### config.mk
export PLATFORM = sky130hd
export DESIGN_NAME = mem_port_arbiter_flat
export DESIGN_NICKNAME = d
export VERILOG_FILES = /design/src/rtl/m_rv32.sv /design/src/rtl/mem_port_arbiter_if.sv /design/src/rtl/mem_req_slot.sv /design/src/rtl/mem_port_arbiter.sv /design/src/flat_wrapper.sv
export SDC_FILE = /design/constraint.sdc
export NUM_CORES = 1
export LEC_CHECK = 0
export CAP_MARGIN = 20
export CORE_MARGIN = 10
export CORE_UTILIZATION = 50
export DETAILED_ROUTE_END_ITERATION = 16
export PLACE_DENSITY = 0.75
export SETUP_SLACK_MARGIN = 0.4
export SLEW_MARGIN = 5
export SYNTH_ARGS = -nofsm -noshare
export SYNTH_HDL_FRONTEND = slang
export SYNTH_SLANG_ARGS = --single-unit
### constraint.sdc
create_clock -name clk -period 25.1 [get_ports clk]
set_input_delay 2.51 -clock clk [delete_from_list [all_inputs] [get_ports clk]]
set_output_delay 2.51 -clock clk [all_outputs]
set_load 0.005 [all_outputs]
### src/rtl/m_rv32.sv
// Shared RV32 constants and types used by the cache-side memory port arbiter.
package m_rv32;

    localparam int XLEN               = 32;
    localparam int PHYSICAL_ADDR_BITS = 32;
    localparam int MEM_PKT_BEATS      = 4;
    localparam int ARB_NREQ           = 2;

    typedef enum logic [2:0] {
        IDLE,
        RD_WAIT,
        RD_BURST,
        WR_BURST,
        WR_WAIT
    } arb_state_t;

endpackage

### src/rtl/mem_port_arbiter_if.sv
// Requester-side and memory-side bundles of the memory port arbiter.
interface mem_req_if;
    import m_rv32::*;

    logic [ARB_NREQ-1:0][PHYSICAL_ADDR_BITS-1:0] s_addr;
    logic [ARB_NREQ-1:0]                         s_mr;
    logic [ARB_NREQ-1:0]                         s_mw;
    logic [ARB_NREQ-1:0][XLEN-1:0]               s_wword;
    logic [ARB_NREQ-1:0]                         s_ready;
    logic [XLEN-1:0]                             s_rword;

    modport master (output s_addr, s_mr, s_mw, s_wword, input s_ready, s_rword);
    modport slave  (input s_addr, s_mr, s_mw, s_wword, output s_ready, s_rword);
endinterface

interface mem_bus_if;
    import m_rv32::*;

    logic [PHYSICAL_ADDR_BITS-1:0] m_addr;
    logic                          m_rd;
    logic                          m_wr;
    logic [XLEN-1:0]               m_wword;
    logic                          m_ready;
    logic [XLEN-1:0]               m_rword;

    modport master (output m_addr, m_rd, m_wr, m_wword, input m_ready, m_rword);
    modport slave  (input m_addr, m_rd, m_wr, m_wword, output m_ready, m_rword);
endinterface

### src/rtl/mem_req_slot.sv
// Per-requester command latch: address/type, 4-word write buffer with capture
// counter, and pend/wfull flags that decide when the port may be granted.
module mem_req_slot
    import m_rv32::*;
(
    input  logic                          clk,
    input  logic                          rst,
    input  logic                          i_mr,
    input  logic                          i_mw,
    input  logic [PHYSICAL_ADDR_BITS-1:0] i_addr,
    input  logic [XLEN-1:0]               i_wword,
    input  logic                          i_clear,
    input  logic [1:0]                    i_sel,
    output logic                          o_eligible,
    output logic                          o_isWrite,
    output logic [PHYSICAL_ADDR_BITS-1:0] o_addr,
    output logic [XLEN-1:0]               o_word
);

    logic                          r_pend;
    logic                          r_isWrite;
    logic                          r_wfull;
    logic                          r_capActive;
    logic [1:0]                    r_capCnt;
    logic [PHYSICAL_ADDR_BITS-1:0] r_addr;
    logic [XLEN-1:0]               r_buf [MEM_PKT_BEATS];
    logic                          w_accept;

    // A completing packet frees the slot in the same cycle, so a new pulse then is still taken.
    assign w_accept = (i_mr | i_mw) & (~r_pend | i_clear);

    always_ff @(posedge clk or posedge rst) begin
        if (rst) begin
            r_pend      <= 1'b0;
            r_isWrite   <= 1'b0;
            r_wfull     <= 1'b0;
            r_capActive <= 1'b0;
            r_capCnt    <= 2'd0;
            r_addr      <= '0;
            for (int i = 0; i < MEM_PKT_BEATS; i++) begin
                r_buf[i] <= '0;
            end
        end else if (w_accept) begin
            r_pend    <= 1'b1;
            r_isWrite <= i_mw;
            r_addr    <= i_addr;
            r_wfull   <= 1'b0;
            if (i_mw) begin
                r_buf[0]    <= i_wword;
                r_capActive <= 1'b1;
                r_capCnt    <= 2'd1;
            end else begin
                r_capActive <= 1'b0;
                r_capCnt    <= 2'd0;
            end
        end else begin
            if (i_clear) begin
                r_pend  <= 1'b0;
                r_wfull <= 1'b0;
            end
            if (r_capActive) begin
                r_buf[r_capCnt] <= i_wword;
                r_capCnt        <= r_capCnt + 2'd1;
                if (r_capCnt == 2'(MEM_PKT_BEATS - 1)) begin
                    r_capActive <= 1'b0;
                    r_wfull     <= 1'b1;
                end
            end
        end
    end

    assign o_eligible = r_pend & (~r_isWrite | r_wfull);
    assign o_isWrite  = r_isWrite;
    assign o_addr     = r_addr;
    assign o_word     = r_buf[i_sel];

endmodule

### src/rtl/mem_port_arbiter.sv
// Two-requester memory port arbiter: round-robin grant in IDLE, serialises
// 4-word packets onto the memory port and steers ready back to the owner.
module mem_port_arbiter
    import m_rv32::*;
(
    input  logic      clk,
    input  logic      rst,
    mem_req_if.slave  i_req,
    mem_bus_if.master o_mem
);

    localparam int NREQ  = ARB_NREQ;
    localparam int BEATS = MEM_PKT_BEATS;

    arb_state_t                    r_state;
    arb_state_t                    w_nextState;
    logic                          r_ptr;
    logic                          r_owner;
    logic                          r_justReleased;
    logic [1:0]                    r_beat;
    logic [PHYSICAL_ADDR_BITS-1:0] r_mAddr;
    logic                          r_mRd;
    logic                          r_mWr;
    logic [XLEN-1:0]               r_mWword;

    logic [NREQ-1:0]               w_elig;
    logic [NREQ-1:0]               w_isWrite;
    logic [NREQ-1:0]               w_clear;
    logic [NREQ-1:0]               w_sReady;
    logic [PHYSICAL_ADDR_BITS-1:0] w_slotAddr [NREQ];
    logic [XLEN-1:0]               w_slotWord [NREQ];
    logic [1:0]                    w_beatSel;
    logic                          w_grant;
    logic                          w_grantPort;

    assign w_beatSel = (r_state == WR_BURST) ? r_beat : 2'd0;

    for (genvar g = 0; g < NREQ; g++) begin : g_slot
        mem_req_slot u_slot (
            .clk        (clk),
            .rst        (rst),
            .i_mr       (i_req.s_mr[g]),
            .i_mw       (i_req.s_mw[g]),
            .i_addr     (i_req.s_addr[g]),
            .i_wword    (i_req.s_wword[g]),
            .i_clear    (w_clear[g]),
            .i_sel      (w_beatSel),
            .o_eligible (w_elig[g]),
            .o_isWrite  (w_isWrite[g]),
            .o_addr     (w_slotAddr[g]),
            .o_word     (w_slotWord[g])
        );
    end

    // Right after a release, a contended grant goes to the other port regardless of the pointer.
    always_comb begin
        w_nextState = r_state;
        w_grant     = 1'b0;
        w_grantPort = r_ptr;
        w_clear     = '0;
        w_sReady    = '0;
        case (r_state)
            IDLE: begin
                if (w_elig != '0) begin
                    w_grant = 1'b1;
                    if (w_elig == 2'b11) begin
                        w_grantPort = r_justReleased ? ~r_owner : r_ptr;
                    end else begin
                        w_grantPort = w_elig[1];
                    end
                    w_nextState = w_isWrite[w_grantPort] ? WR_BURST : RD_WAIT;
                end
            end
            RD_WAIT: begin
                w_sReady[r_owner] = o_mem.m_ready;
                if (o_mem.m_ready) begin
                    w_nextState = RD_BURST;
                end
            end
            RD_BURST: begin
                if (r_beat == 2'(BEATS - 1)) begin
                    w_clear[r_owner] = 1'b1;
                    w_nextState      = IDLE;
                end
            end
            WR_BURST: begin
                if (r_beat == 2'(BEATS - 1)) begin
                    w_nextState = WR_WAIT;
                end
            end
            WR_WAIT: begin
                w_sReady[r_owner] = o_mem.m_ready;
                if (o_mem.m_ready) begin
                    w_clear[r_owner] = 1'b1;
                    w_nextState      = IDLE;
                end
            end
            default: w_nextState = IDLE;
        endcase
    end

    always_ff @(posedge clk or posedge rst) begin
        if (rst) begin
            r_state        <= IDLE;
            r_ptr          <= 1'b0;
            r_owner        <= 1'b0;
            r_justReleased <= 1'b0;
            r_beat         <= 2'd0;
            r_mAddr        <= '0;
            r_mRd          <= 1'b0;
            r_mWr          <= 1'b0;
            r_mWword       <= '0;
        end else begin
            r_state        <= w_nextState;
            r_mRd          <= 1'b0;
            r_mWr          <= 1'b0;
            r_justReleased <= (r_state != IDLE) && (w_nextState == IDLE);
            case (r_state)
                IDLE: begin
                    if (w_grant) begin
                        r_owner <= w_grantPort;
                        r_mAddr <= w_slotAddr[w_grantPort];
                        if (w_elig == 2'b11) begin
                            r_ptr <= ~w_grantPort;
                        end
                        if (w_isWrite[w_grantPort]) begin
                            r_mWr    <= 1'b1;
                            r_mWword <= w_slotWord[w_grantPort];
                            r_beat   <= 2'd1;
                        end else begin
                            r_mRd  <= 1'b1;
                            r_beat <= 2'd0;
                        end
                    end
                end
                RD_WAIT: begin
                    if (o_mem.m_ready) begin
                        r_beat <= 2'd1;
                    end
                end
                RD_BURST: r_beat <= r_beat + 2'd1;
                WR_BURST: begin
                    r_mWword <= w_slotWord[r_owner];
                    r_beat   <= r_beat + 2'd1;
                end
                WR_WAIT: r_mWword <= '0;
                default: r_beat <= 2'd0;
            endcase
        end
    end

    assign o_mem.m_addr  = r_mAddr;
    assign o_mem.m_rd    = r_mRd;
    assign o_mem.m_wr    = r_mWr;
    assign o_mem.m_wword = r_mWword;
    assign i_req.s_ready = w_sReady;
    assign i_req.s_rword = o_mem.m_rword;

endmodule

### src/flat_wrapper.sv
// flat-port wrapper written by rule: the top's interface ports become plain ports
module mem_port_arbiter_flat import m_rv32::*;
  (clk, rst, i_req_s_addr, i_req_s_mr, i_req_s_mw, i_req_s_wword, i_req_s_ready, i_req_s_rword, o_mem_m_addr, o_mem_m_rd, o_mem_m_wr, o_mem_m_wword, o_mem_m_ready, o_mem_m_rword);
  mem_req_if i_req_i ();
  mem_bus_if o_mem_i ();
  input  logic clk;
  input  logic rst;
  input wire logic [$bits(i_req_i.s_addr)-1:0] i_req_s_addr;
  input wire logic [$bits(i_req_i.s_mr)-1:0] i_req_s_mr;
  input wire logic [$bits(i_req_i.s_mw)-1:0] i_req_s_mw;
  input wire logic [$bits(i_req_i.s_wword)-1:0] i_req_s_wword;
  output wire logic [$bits(i_req_i.s_ready)-1:0] i_req_s_ready;
  output wire logic [$bits(i_req_i.s_rword)-1:0] i_req_s_rword;
  output wire logic [$bits(o_mem_i.m_addr)-1:0] o_mem_m_addr;
  output wire logic [$bits(o_mem_i.m_rd)-1:0] o_mem_m_rd;
  output wire logic [$bits(o_mem_i.m_wr)-1:0] o_mem_m_wr;
  output wire logic [$bits(o_mem_i.m_wword)-1:0] o_mem_m_wword;
  input wire logic [$bits(o_mem_i.m_ready)-1:0] o_mem_m_ready;
  input wire logic [$bits(o_mem_i.m_rword)-1:0] o_mem_m_rword;
  assign i_req_i.s_addr = i_req_s_addr;
  assign i_req_i.s_mr = i_req_s_mr;
  assign i_req_i.s_mw = i_req_s_mw;
  assign i_req_i.s_wword = i_req_s_wword;
  assign i_req_s_ready = i_req_i.s_ready;
  assign i_req_s_rword = i_req_i.s_rword;
  assign o_mem_m_addr = o_mem_i.m_addr;
  assign o_mem_m_rd = o_mem_i.m_rd;
  assign o_mem_m_wr = o_mem_i.m_wr;
  assign o_mem_m_wword = o_mem_i.m_wword;
  assign o_mem_i.m_ready = o_mem_m_ready;
  assign o_mem_i.m_rword = o_mem_m_rword;
  mem_port_arbiter u_core (.clk(clk), .rst(rst), .i_req(i_req_i), .o_mem(o_mem_i));
endmodule
==> out/results.txt <==
The tools report the area occupied by registers as 10160 um2. Type of element capturing the critical path: an output pin. The final core utilization came out at 60.44%. The static leakage power came out at 9.461 nW. The combinational group share of total power came out at 39.2%. The total overflow left after global routing is 0. Derived from the worst setup path, the maximum achievable clock frequency is 0.1480 GHz.

For the share of the yosys chip area belonging to registers, the log shows 56.26%. TritonCTS built the clock tree. The portion of the clock cycle consumed by the worst path in the final layout works out to 26.91%. The wire length of the first global-routing pass came out at 70.81 mm. The tools report the buffer cell driving the clock tree root as sky130_fd_sc_hd__clkbuf_16.

The mean routed wirelength per cell was 21.75 um; the CTS H-tree depth was 2. In this run the standard cell core region covers 35570 um2. For the final-stage net count, the log shows 1747. For the worst setup path, the data required time is 22590 ps.

The cell total after placement is 1984. At the worst endpoint, the arrival time is 4250 ps. For the pin with the worst max-slew slack, the measured transition is 1132 ps.

The number of cells on the worst hold path was 1. The netlist uses 51 different library cells. For this design the top-level I/O count stands at 267. The tools report the count of mapped cells out of synthesis as 1434. The slowest stage of the critical path belongs to the cell sky130_fd_sc_hd__clkdlybuf4s50_1. The number of cells traversed by the worst register-to-register path was 6.

Signal routing reaches up to met5. The run finished with clean final reports. Counting the buffers created by CTS gives 44.

The number of design-rule violations left by the first detailed-router iteration was 804; the clock power share was 21.6%. Dividing the synthesized area by the synthesized cell count gives 12.59 um2. Final design instance area without fill: 21500 um2. Routability-driven placement finished with a final weighted congestion of 0.8001.

The logs give 0 for the total of warnings raised by yosys and 7 for the number of antenna violations at the first check in global routing. Per report_power, the sequential group accounts for 39.2% of the total. The detailed route wirelength on metal2 is 21.82 mm.

After clock tree synthesis, the clock-pin slew on the worst setup and hold paths is 60 ps. For the met1 wire length, the log shows 19.06 mm. The worst register-to-register path ends at u_core.g_slot[0].u_slot.r_buf[23]. The total clock sinks was 406; the area enclosed by the die boundary was 44120 um2.

After detailed routing, the number of remaining DRC violations is 0. Hold repair after CTS inserted 0 buffers. In the detailed route, the total length drawn on met3 is 3.294 mm.

The die is 210.1 um wide. The tools report the largest buffer count on any clock path as 3. The internal power summed over all cells was 0.001957 W; the net load switching power was 0.0009760 W. The count of nets left with antenna violations once routing finished came out at 0. The hold violation total from the final report was 0; the number of gates resized after cts was 0.

Type of element launching the critical path: an input pin. The startpoint identified for the worst register-to-register timing path is u_core.r_state[2]. Across every metal layer, demand over resource in global routing totals 19.96%.

Headroom to the max-slew limit came out at 24.52%. In this run the worst hold path is classified as reg -> reg. Across the routed clock network, the largest skew measured is 21.15 ps.

Buffers placed on the I/O ports in this run total 202. The switching power as a share of total power is 33.27%. The first-pass iteration count of the detailed router came out at 5. The critical path class was in -> out. Setup violations remaining at the end of the flow were counted as 0. Among all flip-flop cells after synthesis, the most frequent one is sky130_fd_sc_hd__dfrtp_1. In this run the cell area measured after placement is 20020 um2.

The cell family contributing the most delay on the critical path is buffers and inverters. Wires add up to 44.98 mm. The register-to-register path setup slack was 21300 ps; the number of flops mapped to enable cells by yosys was 0. The worst hold slack is 484.5 ps, and the count of buffer and inverter cells on the critical path is 2. Among the stages of the critical path, the cell type that occurs most often is sky130_fd_sc_hd__clkdlybuf4s50_1.

The post-layout instance count excluding filler cells is 2068, and the maximum fanout along the worst path is 6. Fill cells in the final layout number 2812. IR analysis of the VDD net gives a maximum drop of 0.1036 mV.

Setup repair after global routing left no endpoint under its margin. The final period demand of the worst path is 6755 ps. In the final layout, the multi-input gates occupy 6953 um2.

The total via count in the routed design was 11.96k; the share of layout cells above drive strength 1 was 17.82%. Once detailed placement completed, the half-perimeter wirelength came to 26.69 mm. The detailed-route vias per instance was 5.785; the clock insertion delay at the later pin of the skew report was 570 ps. The effective utilization at floorplan is 50.77%. For this run, the slowest stage of the critical path takes 560 ps. The synthesized design contains 406 register bits.

The tool flagged a number of max-cap violations equal to 0. The area growth from synthesis to final layout is 19.04%. The worst hold path terminates at u_core.g_slot[1].u_slot.r_buf[127]. The floorplan step set the die height to 210.1 um. Adding up every negative setup slack in the final design gives 0 ps. The power per standard cell area is 136.4 nW/um2. The startpoint identified for the worst hold timing path is u_core.g_slot[1].u_slot.r_buf[127]. The critical path goes through clkdlybuf4s50_1 > nor2b_1 > nor3b_1 > clkdlybuf4s50_1.

For the pin count of the biggest net entering global routing, the log shows 200. The logs give 18060 um2 for the netlist area before placement and 0 for the post-CTS setup buffer count. The number of placement rows came out at 69.

Of all flip-flops after synthesis, the portion carrying an async set or reset was 100.0%. For the number of pins with negative max-slew slack in the final report, the log shows 0. The via count of the first global-routing pass is 12.45k. Synthesis produced a netlist with a net count of 1610.
[flip-flops by register name (all words and copies together), names as in the netlist, 3 cells and up]
name and cells:
u_core.g_slot.u_slot.r_buf 256, u_core.g_slot.u_slot.o_addr 64, u_core.o_mem.m_wword 32, u_core.r_state 3, u_core.g_slot.u_slot.r_capCnt 4, u_core.o_mem.m_addr 32
[cell type report]
| cell class | count | area share, % |
|---|---|---|
| diodes | 2 | 0.02328 |
| clock buffers | 65 | 6.053 |
| clock inverters | 15 | 0.5587 |
| inverters | 46 | 0.8381 |
| multi-input cells | 854 | 32.34 |
| flip-flops and latches | 406 | 47.26 |
| well taps | 461 | 2.683 |
| repair buffers | 219 | 10.24 |
[cell usage after synthesis, types with 4 or more instances]
master / instances / area (um2)
sky130_fd_sc_hd__a21oi_1: 103 / 515.5
sky130_fd_sc_hd__nor2_1: 10 / 37.54
sky130_fd_sc_hd__buf_2: 38 / 190.2
sky130_fd_sc_hd__dfrtp_1: 406 / 10160
sky130_fd_sc_hd__inv_1: 46 / 172.7
sky130_fd_sc_hd__a221o_1: 64 / 640.6
sky130_fd_sc_hd__o21a_1: 4 / 30.03
sky130_fd_sc_hd__mux2_4: 30 / 450.4
sky130_fd_sc_hd__and2_1: 5 / 31.28
sky130_fd_sc_hd__mux2_1: 144 / 1622
sky130_fd_sc_hd__nand2b_1: 4 / 25.02
sky130_fd_sc_hd__o21ai_0: 44 / 220.2
sky130_fd_sc_hd__mux2_2: 148 / 1667
sky130_fd_sc_hd__o22ai_1: 33 / 206.5
sky130_fd_sc_hd__clkbuf_1: 26 / 97.59
sky130_fd_sc_hd__ha_1: 9 / 112.6
sky130_fd_sc_hd__buf_4: 42 / 315.3
sky130_fd_sc_hd__buf_1: 4 / 15.01
sky130_fd_sc_hd__nor2b_1: 5 / 31.28
sky130_fd_sc_hd__a22o_1: 32 / 280.3
sky130_fd_sc_hd__nand2_1: 173 / 649.4
sky130_fd_sc_hd__buf_6: 17 / 191.4
[worst max-delay path by stage]
stage                        from                                 to  slack [ps]  cells after the start
floorplan                     rst  u_core.g_slot[0].u_slot.o_addr[0]       11300                      1
global placement    o_mem_m_ready                   i_req_s_ready[1]       18430                      4
detailed placement  o_mem_m_ready                   i_req_s_ready[1]       18430                      4
CTS                 o_mem_m_ready                   i_req_s_ready[1]       18370                      4
global route        o_mem_m_ready                   i_req_s_ready[1]       18300                      4
finish              o_mem_m_ready                   i_req_s_ready[1]       18340                      4
[routing by layer]
layer	vias to the layer above	global-route usage, %
met4	10	5.805
met2	375	32.45
met1	6151	25.89
met5	-	0
li1	5374	-
met3	53	5.130
[cell families after synthesis]
group           share of synthesized area, %
flops                                  56.26
mux                                    20.87
xor+xnor                              0.1455
fa+ha+maj                             0.6235
simple gates                           5.141
compound gates                         11.50
buf+inv                                5.466
[stage by stage]
stage / setup slack (ps) / total power [W]
2_1_floorplan: 11300 / 0.001934
3_3_place_gp: 18430 / 0.002241
3_5_place_dp: 18430 / 0.002292
4_1_cts: 18370 / 0.002941
5_1_grt: 18300 / 0.003119
6_report: 18340 / 0.002933
[power by group through the flow]
stage | Combinational (W) | Sequential, W | Clock [W]
global route | 0.00126 | 0.00119 | 0.000675
finish | 0.00115 | 0.00115 | 0.000632
detailed placement | 0.00114 | 0.00115 | 0
global placement | 0.00110 | 0.00114 | 0
CTS | 0.00115 | 0.00115 | 0.000646
floorplan | 0.000826 | 0.00111 | 0
[layout by cell type, fill, tap and decap left out, types with 3 or more instances in the layout]
master                              n
sky130_fd_sc_hd__a21oi_1          103
sky130_fd_sc_hd__a221o_1           64
sky130_fd_sc_hd__a22o_1            32
sky130_fd_sc_hd__a32oi_1            3
sky130_fd_sc_hd__and2_1             3
sky130_fd_sc_hd__buf_4             14
sky130_fd_sc_hd__clkbuf_1          10
sky130_fd_sc_hd__clkbuf_16         45
sky130_fd_sc_hd__clkbuf_8          10
sky130_fd_sc_hd__clkdlybuf4s50_1  202
sky130_fd_sc_hd__clkinv_2           8
sky130_fd_sc_hd__dfrtp_1          406
sky130_fd_sc_hd__ha_1               9
sky130_fd_sc_hd__inv_1             45
sky130_fd_sc_hd__inv_6              3
sky130_fd_sc_hd__mux2_1           144
sky130_fd_sc_hd__mux2_2           148
sky130_fd_sc_hd__mux2_4            30
sky130_fd_sc_hd__mux2i_1            3
sky130_fd_sc_hd__nand2_1          170
sky130_fd_sc_hd__nand2_2            6
sky130_fd_sc_hd__nand2b_1           4
sky130_fd_sc_hd__nand3_1            3
sky130_fd_sc_hd__nor2_1            10
sky130_fd_sc_hd__nor2b_1            5
sky130_fd_sc_hd__nor3b_1            3
sky130_fd_sc_hd__o21a_1             4
sky130_fd_sc_hd__o21ai_0           44
sky130_fd_sc_hd__o21ai_4            4
sky130_fd_sc_hd__o22ai_1           33
sky130_fd_sc_hd__xnor2_1            3
(Power assumes the default switching activity.)
